[config.mk]
export PLATFORM = sky130hd
export DESIGN_NAME = spmv_mem_req_arbiter
export DESIGN_NICKNAME = d
export VERILOG_FILES = /design/src/rtl/spmv_mem_req_arbiter.sv
export SDC_FILE = /design/constraint.sdc
export NUM_CORES = 1
export LEC_CHECK = 0
export CORE_AREA = 2 2 168 170
export DETAILED_ROUTE_END_ITERATION = 12
export DIE_AREA = 0 0 170 172
export PLACE_DENSITY_LB_ADDON = 0.12
export SLEW_MARGIN = 20
export SYNTH_ARGS = -nofsm -noshare
export SYNTH_HDL_FRONTEND = slang
export SYNTH_SLANG_ARGS = --single-unit
[constraint.sdc]
create_clock -name clk -period 12.4 [get_ports clk]
set_input_delay 1.86 -clock clk [delete_from_list [all_inputs] [get_ports clk]]
set_output_delay 1.86 -clock clk [all_outputs]
set_load 0.05 [all_outputs]
[src/rtl/spmv_mem_req_arbiter.sv]
// Per-PE memory request scheduler: shares one memory port between store, x-cache and decoder queues.
// Optional starvation guard for the two load queues is enabled by defining SPMV_ARB_FAIRNESS_EN.
module spmv_mem_req_arbiter #(
  parameter int STARVE_LIMIT = 8,
  parameter int CNT_W        = 4
) (
  input  logic        clk,
  input  logic        rst,
  input  logic        st_valid,
  input  logic [63:0] st_data,
  output logic        st_pop,
  input  logic        ldx_valid,
  input  logic [47:0] ldx_addr,
  output logic        ldx_pop,
  input  logic        ldm_valid,
  input  logic [47:0] ldm_addr,
  input  logic [1:0]  ldm_tag,
  output logic        ldm_pop,
  input  logic        cfg_wr,
  input  logic [47:0] cfg_st_base,
  input  logic [47:0] cfg_st_end,
  output logic        req_mem_ld,
  output logic        req_mem_st,
  output logic [47:0] req_mem_addr,
  output logic [63:0] req_mem_d_or_tag,
  input  logic        req_mem_stall,
  output logic [47:0] st_addr_q,
  output logic        st_window_done,
  output logic        busy
);

  logic        r_ld;
  logic        r_st;
  logic [47:0] r_addr;
  logic [63:0] r_d_or_tag;
  logic [47:0] r_st_addr;
  logic [47:0] r_st_end;

  logic w_arb_en;
  logic w_window_done;
  logic w_gnt_st;
  logic w_gnt_x;
  logic w_gnt_m;

  // Pops are held low during reset so upstream queues never drain while being cleared.
  assign w_arb_en      = !rst && !req_mem_stall;
  assign w_window_done = (r_st_addr == r_st_end);

`ifdef SPMV_ARB_FAIRNESS_EN
  localparam logic [CNT_W-1:0] LIMIT = CNT_W'(STARVE_LIMIT);

  logic [CNT_W-1:0] r_cnt_x;
  logic [CNT_W-1:0] r_cnt_m;
  logic             w_starve_x;
  logic             w_starve_m;

  assign w_starve_x = (r_cnt_x == LIMIT);
  assign w_starve_m = (r_cnt_m == LIMIT);
`endif

  // NOTE: every output of a combinational block gets a default first, otherwise paths that skip
  // an assignment infer a latch.
  always_comb begin
    w_gnt_st = 1'b0;
    w_gnt_x  = 1'b0;
    w_gnt_m  = 1'b0;
    if (w_arb_en) begin
`ifdef SPMV_ARB_FAIRNESS_EN
      if (ldx_valid && w_starve_x)      w_gnt_x = 1'b1;
      else if (ldm_valid && w_starve_m) w_gnt_m = 1'b1;
      else
`endif
      if (st_valid)       w_gnt_st = 1'b1;
      else if (ldx_valid) w_gnt_x  = 1'b1;
      else if (ldm_valid) w_gnt_m  = 1'b1;
    end
  end

`ifdef SPMV_ARB_FAIRNESS_EN
  // Counters saturate at the limit so a stalled starved queue keeps its claim.
  always_ff @(posedge clk or posedge rst) begin
    if (rst) begin
      r_cnt_x <= '0;
      r_cnt_m <= '0;
    end else begin
      if (!ldx_valid || w_gnt_x)                       r_cnt_x <= '0;
      else if ((w_gnt_st || w_gnt_m) && !w_starve_x)   r_cnt_x <= r_cnt_x + 1'b1;
      if (!ldm_valid || w_gnt_m)                       r_cnt_m <= '0;
      else if ((w_gnt_st || w_gnt_x) && !w_starve_m)   r_cnt_m <= r_cnt_m + 1'b1;
    end
  end
`endif

  // NOTE: sequential state uses non-blocking assignments so every register samples pre-edge values.
  always_ff @(posedge clk or posedge rst) begin
    if (rst) begin
      r_ld       <= 1'b0;
      r_st       <= 1'b0;
      r_addr     <= '0;
      r_d_or_tag <= '0;
    end else begin
      r_ld <= w_gnt_x | w_gnt_m;
      r_st <= w_gnt_st & ~w_window_done;
      if (w_gnt_st && !w_window_done) begin
        r_addr     <= r_st_addr;
        r_d_or_tag <= st_data;
      end else if (w_gnt_x) begin
        r_addr     <= ldx_addr;
        r_d_or_tag <= 64'h1;
      end else if (w_gnt_m) begin
        r_addr     <= ldm_addr;
        r_d_or_tag <= {61'b0, ldm_tag, 1'b0};
      end
    end
  end

  // A config write overrides the post-store increment taken in the same cycle.
  always_ff @(posedge clk or posedge rst) begin
    if (rst) begin
      r_st_addr <= '0;
      r_st_end  <= '0;
    end else if (cfg_wr) begin
      r_st_addr <= cfg_st_base;
      r_st_end  <= cfg_st_end;
    end else if (w_gnt_st && !w_window_done) begin
      r_st_addr <= r_st_addr + 48'd8;
    end
  end

  assign st_pop           = w_gnt_st;
  assign ldx_pop          = w_gnt_x;
  assign ldm_pop          = w_gnt_m;
  assign req_mem_ld       = r_ld;
  assign req_mem_st       = r_st;
  assign req_mem_addr     = r_addr;
  assign req_mem_d_or_tag = r_d_or_tag;
  assign st_addr_q        = r_st_addr;
  assign st_window_done   = w_window_done;
  assign busy             = st_valid | ldx_valid | ldm_valid | r_ld | r_st;

endmodule

---- After elaboration in Yosys (flattened, before gate mapping) ----
Index checks and enable logic that the tools add are counted.
Widths: inputs -> output; s select.
word-level totals
  register bits after elaboration ......... 210
  word-level logic and storage cells ...... 39
operators by class
  add/sub/neg operators ................... 1
  eq/ne operators ......................... 1
  multiplexer cells ....................... 17
  bitwise gates (word level) .............. 7
  reductions and logical operators ........ 7
operator list
  kind                   count
  $mux 48                5
  $mux 64                3
  $add 48x4->48 const B  1
  $eq 48x48->1           1
  $mux 1                 9
  $or 1x1->1             5
  $logic_not 1->1        3
  $reduce_bool 3->1      1
  $logic_and 1x1->1      2
  $reduce_bool 2->1      1
  $and 1x1->1            1
  $not 1->1              1

---- Logic depth before layout (Yosys ltp) ----
Gate-level depths: netlist of the first run.
  depth after elaboration ................. 7
  mapped depth ............................ 10
  gate-level depth less buffers ........... 7

---- Worst setup path after synthesis of the first run ----
No wires, ideal clock.
  kind .................................... input to output
  start point ............................. in rst
  end point ............................... out ldx_pop
  arrival ................................. 3,137 ps
  data required time ...................... 10,540 ps
  setup slack ............................. 7,403 ps
  stages on the path ...................... 3
  buffers on the path ..................... 2
  path through ............................ nor4b_1 > clkbuf_1 > clkbuf_1
between the ends
  cells in the longest elaborated chain, start to end .. 3
RTL lines
  item                              line  text
  start: declaration                8     input logic rst,
  $logic_not 1->1 (no source line)  -
  $logic_and 1x1->1                 46    assign w_arb_en = !rst && !req_mem_stall;
  $mux 1                            67    if (w_arb_en) begin
  end: declaration                  14    output logic ldx_pop,
Every way passes these cells.

---- Final worst setup path of the first run ----
  start point ............................. in rst
  end point ............................... out ldm_pop
between the ends
  cells in the longest elaborated chain, start to end .. 3
RTL lines
  item                              line  text
  $logic_not 1->1 (no source line)  -
  $logic_and 1x1->1                 46
  $mux 1                            67
  end: declaration                  18    output logic ldm_pop,
Every way passes these cells.

==> results of run 1 <==
cells by family after synthesis:
group / count (synthesis) / synth area share
simple gates: 484 / 0.206
mux: 66 / 0.0674
buf+inv: 104 / 0.0428
flops: 210 / 0.488
xor+xnor: 51 / 0.0415
compound gates: 290 / 0.154
fa+ha+maj: 1 / 0.00116
stage by stage:
| stage | std cells | instance area, um^2 | utilization | hold slack (ps) |
|---|---|---|---|---|
| after floorplan | 1206 | 10800 | - | 501 |
| after global placement | 1906 | 15200 | 0.555 | 504 |
| after detailed placement | 1906 | 15200 | 0.555 | 510 |
| after CTS | 1949 | 16000 | 0.583 | 517 |
| after global routing | 1954 | 16000 | 0.584 | 540 |
| final | 1957 | 16000 | 0.584 | 513 |
routing by layer:
metal / vias to the layer above / GRT usage
met5: - / 0.0226
met2: 393 / 0.434
met4: 4 / 0.0896
met1: 5068 / 0.354
met3: 70 / 0.0554
li1: 4966 / -
where the power goes:
part / internal (mW) / total [mW] / switching [mW]
clock network: 0.423 / 0.717 / 0.294
registers: 0.780 / 0.873 / 0.0932
logic: 0.303 / 0.794 / 0.491
critical path, stage by stage:
cell and delay (ps):
clkdlybuf4s50_1 550, nor2_1 180, nand3_2 80, buf_4 300, inv_2 90, buf_4 530, clkdlybuf4s50_1 930
area by class of cell:
type,count,area [um^2]
Sequential cell,210,5260
Clock inverter,9,70.1
Timing Repair Buffer,443,4410
Clock buffer,34,719
Antenna cell,8,20.0
Fill cell,2473,11400
Inverter,15,63.8
Multi-Input combinational cell,892,5070
Tap cell,346,433
state kept, by name, summed over array words and instances (netlist names):
register          cells
req_mem_d_or_tag     64
r_st_end             48
req_mem_addr         48
st_addr_q            48
req_mem_ld            1
req_mem_st            1
synthesized netlist by cell type, drive strengths merged, types with 5 or more instances:
library cell,count
and3,7
or4,7
or3,6
a31oi,16
o31ai,5
nor2,35
a22oi,7
buf,34
o211ai,15
nand4,24
xor2,50
nor2b,11
nor4,18
a21oi,107
nand2,313
mux2,52
dfrtp,210
mux2i,14
nor3,18
inv,13
clkbuf,55
nand3,28
o21ai,115
layout by cell type (no fill, tap or decap), drive strengths merged, types with 7 or more instances in the layout:
cell type,count
clkdlybuf4s50,430
dfrtp,210
mux2,52
nor4,18
nor2,35
diode,8
o211ai,15
a21oi,107
o21ai,115
a31oi,16
nand4,24
nand3,28
or4,7
nor3,18
nand2,313
xor2,50
nor2b,11
a22oi,7
and3,7
clkbuf,34
clkinv,9
buf,13
mux2i,14
inv,14
worst min-delay path by stage:
stage | from | end | slack (ps) | cells past startpoint
finish | req_mem_d_or_tag[13]$_DFFE_PP0P_ | req_mem_d_or_tag[13]$_DFFE_PP0P_ | 510 | 2
global route | r_st_end[8]$_DFFE_PP0P_ | r_st_end[8]$_DFFE_PP0P_ | 540 | 1
CTS | req_mem_d_or_tag[13]$_DFFE_PP0P_ | req_mem_d_or_tag[13]$_DFFE_PP0P_ | 520 | 2
detailed placement | req_mem_d_or_tag[14]$_DFFE_PP0P_ | req_mem_d_or_tag[14]$_DFFE_PP0P_ | 510 | 2
global placement | req_mem_d_or_tag[13]$_DFFE_PP0P_ | req_mem_d_or_tag[13]$_DFFE_PP0P_ | 500 | 2
floorplan | r_st_end[14]$_DFFE_PP0P_ | r_st_end[14]$_DFFE_PP0P_ | 500 | 1
==> reports/metrics.yaml, run 1 <==
clock_network:
  cts.repair.resized: 0
  hold_buffers: 0
  post_cts_buffers: 0
  clock_sinks: 210
  clk_pin_slew_ps: 50
  clock_latency_ps: 520
  clockBufferDepth: 3
  clock_tree.root_cell: "clkbuf_16"
  numCtsBuffers: 25
  cts_tree: "done"
  h-tree-depth: 1
drt:
  wl_per_cell_um: 20.7
  wl_met1_mm: 17.0
  routed-via-count: 10501
  route.met3.wl_mm: 3.14
  drt_iter0_drc: 853
  drtPass1Iterations: 5
  routed_wl_mm: 40.5
  drc: 0
  via_per_inst: 5.37
  ant_nets: 0
  dr.max_layer_used: "met5"
  wl_met2_mm: 19.1
placement:
  port_buffers: 431
  hpwlAfterDp_mm: 29.2
  dp_slack_ps: 5950
  place_congestion: 0.873
grt:
  grt_max_degree: 245
  grt_pass1_wl_mm: 59.9
  grt_overflow: 0
  grt_util_all_layers: 0.267
  antenna_found_initial: 8
  first_global_vias: 9980
logic_synthesis:
  ys_seq_area_frac: 0.488
  netlist_area_um2: 10800
  ys.flop_type: "dfrtp_1"
  synth.distinct_cells: 62
  syn_nets: 1472
  synth_top_area_cell: "dfrtp_1"
  synth-edff-count: 0
  ys_ff_latch: 210
  syn_area_per_cell_um2: 8.93
  yosys_warnings: 0
  synth_top_cell_area_share: 0.488
  synthCells: 1206
  yosys-top-cells-area: "dfrtp_1 (49%), nand2_1 (11%), mux2_2 (5.4%)"
  async_reset_ff_frac: 1.00
flow_run:
  maxCapViolCount: 0
timing:
  setup_ws_ps: 5980
  drv_slew: 0
  post-route-period-util: 0.517
  hold_viol: 0
  worst_slew_pin_slew_ps: 1230
  period_minus_slack_ps: 6420
  clock_skew_ps: 19.8
  relSlewSlack: 0.182
  tns_ps: 0
  rsz0062_at_grt: "false"
  setup_viol_count_final: 0
  fmax_ghz: 0.156
worst_setup_path:
  reg2reg_from: "st_addr_q[7]$_DFFE_PP0P_"
  arrival_ps: 4560
  crit_end: "ldm_pop"
  rr_worst_depth: 7
  reg2reg_to: "st_addr_q[11]$_DFFE_PP0P_"
  crit_type: "in -> out"
  rrSetupSlack_ps: 9270
  cp.required_ps: 10540
  critPathMaxFanout: 52
  startpoint: "rst"
  start_kind: "input pin"
  end_kind: "output pin"
power_and_ir_drop:
  total_power_mw: 2.38
  ir_worst_vdd_uv: 80.3
  power_density_nw_per_um2: 149
  p_leak_nw: 6.41
die:
  ios: 432
  rows: 61
  initial_utilization: 0.392
  chipWidth_um: 170
  core_um2: 27500
  chipHeight_um: 172
  die_area_um2: 29200
layout:
  drive_gt1_frac: 0.0799
  areaGrowthSynthToFinish_pct: 49.0
  nets: 1853
run_status:
  status: "finished clean"
min_path:
  hold_path.class: "reg -> reg"
Power figures use the tool's default switching activity.
==> run 2: changes to the inputs <==
- CORE_AREA: 2 2 168 170 -> 2 2 169 171
- DIE_AREA: 0 0 170 172 -> 0 0 171 173
- clock period: 12.4 -> 6.1 ns (I/O delays scaled with it)
==> run 2 against run 1 <==
  * Design area rose by 0.51%
  * Critical path depth fell by 1
  * First-iteration DRC count fell by 9.1%
  * Non-clock buffer count rose by 4
  * Clock-buffer cell count did not move
  * Hold slack improved by 11 ps
  * Combinational power rose by 100%
  * Register-to-register slack got worse by 6100 ps
  * Via count fell by 0.19%
  * Clock skew fell by 9.8 ps
  * Largest cell class unchanged
==> reports/metrics.yaml, run 2 (same netlist as run 1, synthesis figures left out) <==
placement:
  hpwlAfterDp_mm: 29.7
  dp.cells: 1942
  place_congestion: 0.879
  port_buffers: 431
timing:
  relSlewSlack: 0.302
  drv_slew: 0
  clock_skew_ps: 9.93
  fmax_ghz: 0.232
  tns_ps: 0
  period_minus_slack_ps: 4300
  hold_viol: 0
  setup_viol_count_final: 0
  post-route-period-util: 0.706
  rsz0062_at_grt: "false"
  worst_slew_pin_slew_ps: 1050
die:
  ios: 432
  chipWidth_um: 171
  die_area_um2: 29600
  rows: 61
  initial_utilization: 0.390
  chipHeight_um: 173
  core_um2: 27600
drt:
  ant_nets: 0
  wl_per_cell_um: 20.4
  routed_wl_mm: 40.6
  via_per_inst: 5.26
  routed-via-count: 10481
  drt_iter0_drc: 775
  drc: 0
  drtPass1Iterations: 5
worst_setup_path:
  cpMaxStageDelayCell: "clkdlybuf4s50_1"
  arrival_ps: 3390
  end_kind: "output pin"
  start_kind: "flip-flop"
  slowest_delay_ps: 850
  crit_chain: "xor2_1 > nor4_1 > nand4_1 > nor3_2 > buf_4 > clkdlybuf4s50_1"
  cp.required_ps: 5180
  cpLargestDelayFamily: "buffers and inverters"
  path_buf_inv: 2
  crit_type: "reg -> out"
  rrSetupSlack_ps: 3150
  critPathMaxFanout: 22
grt:
  antenna_found_initial: 11
  grt_overflow: 0
  grt_util_all_layers: 0.267
  grt_max_degree: 136
  grt_pass1_wl_mm: 60.9
  first_global_vias: 10008
clock_network:
  hold_buffers: 0
  cts_tree: "done"
  clock_sinks: 210
  clock_latency_ps: 520
  post_cts_buffers: 0
  numCtsBuffers: 25
  clock_tree.root_cell: "clkbuf_16"
  clk_pin_slew_ps: 60
  cts.repair.resized: 0
  h-tree-depth: 1
  clockBufferDepth: 3
layout:
  layout_common_cells: "clkdlybuf4s50_1 (430), nand2_1 (313), dfrtp_1 (210)"
  layout_commonest_cell: "clkdlybuf4s50_1"
  drive_gt1_frac: 0.0797
  largest_reg_flops: 64
  stdcell_count: 1991
  areaGrowthSynthToFinish_pct: 49.8
  nets: 1857
  nFillCells: 2513
power_and_ir_drop:
  p_leak_nw: 6.42
  total_power_mw: 4.89
  ir_worst_vdd_uv: 187
  power_density_nw_per_um2: 303
min_path:
  hold_path.class: "reg -> reg"
flow_run:
  maxCapViolCount: 0
run_status:
  status: "finished clean"
## run 2: changes by cell type in the layout (fill, tap and decap cells not counted)
cell and delta:
buf_4 +4, bufinv_16 +2, clkbuf_1 +3, clkbuf_8 -3, clkinv_2 -4, clkinvlp_4 +1
diode_2 -1, inv_6 +1, inv_8 -1
## run 2: layout make-up
type	instances	area (um^2)	share of cell area
Multi-Input combinational cell	892	5070	0.314
Clock buffer	34	689	0.0427
Sequential cell	210	5260	0.326
Inverter	15	60.1	0.00372
Tap cell	378	473	0.0293
Antenna cell	7	17.5	0.00109
Clock inverter	8	119	0.00737
Timing Repair Buffer	447	4440	0.276
## run 2: metrics by stage
| step | utilization | setup slack [ps] | hold slack (ps) | cell area (um^2) |
|---|---|---|---|---|
| finish | 0.584 | 1800 | 525 | 16100 |
| global route | 0.584 | 1630 | 535 | 16100 |
| CTS | 0.583 | 1680 | 526 | 16100 |
| detailed placement | 0.554 | 1940 | 516 | 15300 |
| global placement | 0.554 | 1950 | 503 | 15300 |
| floorplan | - | 2460 | 501 | 10800 |
## run 2: tightest hold or removal path: stages (launching register included)
cell and delay [ps]:
dfrtp_1 370, nand2_1 50, o21ai_0 60
## run 2: where the power goes
group / internal, mW / leakage [nW] / total, mW / switching, mW
registers: 1.58 / 2.54 / 1.78 / 0.191
clock network: 0.911 / 0.399 / 1.50 / 0.585
logic: 0.616 / 3.48 / 1.62 / 1.00
## run 2: metal layers
layer	up-vias	part of all wire	GRT usage
met3	86	0.082	0.0591
li1	4971	-	-
met1	4985	0.41	0.351
met2	433	0.47	0.428
met4	6	0.038	0.101
met5	-	0.00096	0
## run 2: worst paths after layout
path / from / endpoint / cells after the start
setup reg to reg: st_addr_q[40]$_DFFE_PP0P_ / req_mem_d_or_tag[25]$_DFFE_PP0P_ / 7
hold reg to reg: req_mem_d_or_tag[46]$_DFFE_PP0P_ / req_mem_d_or_tag[46]$_DFFE_PP0P_ / 2
hold / removal: req_mem_d_or_tag[46]$_DFFE_PP0P_ / req_mem_d_or_tag[46]$_DFFE_PP0P_ / 2
setup / recovery: st_addr_q[7]$_DFFE_PP0P_ / st_window_done / 6
max in group asynchronous: rst / st_addr_q[20]$_DFFE_PP0P_ / 4
min in group asynchronous: rst / req_mem_d_or_tag[9]$_DFFE_PP0P_ / 3
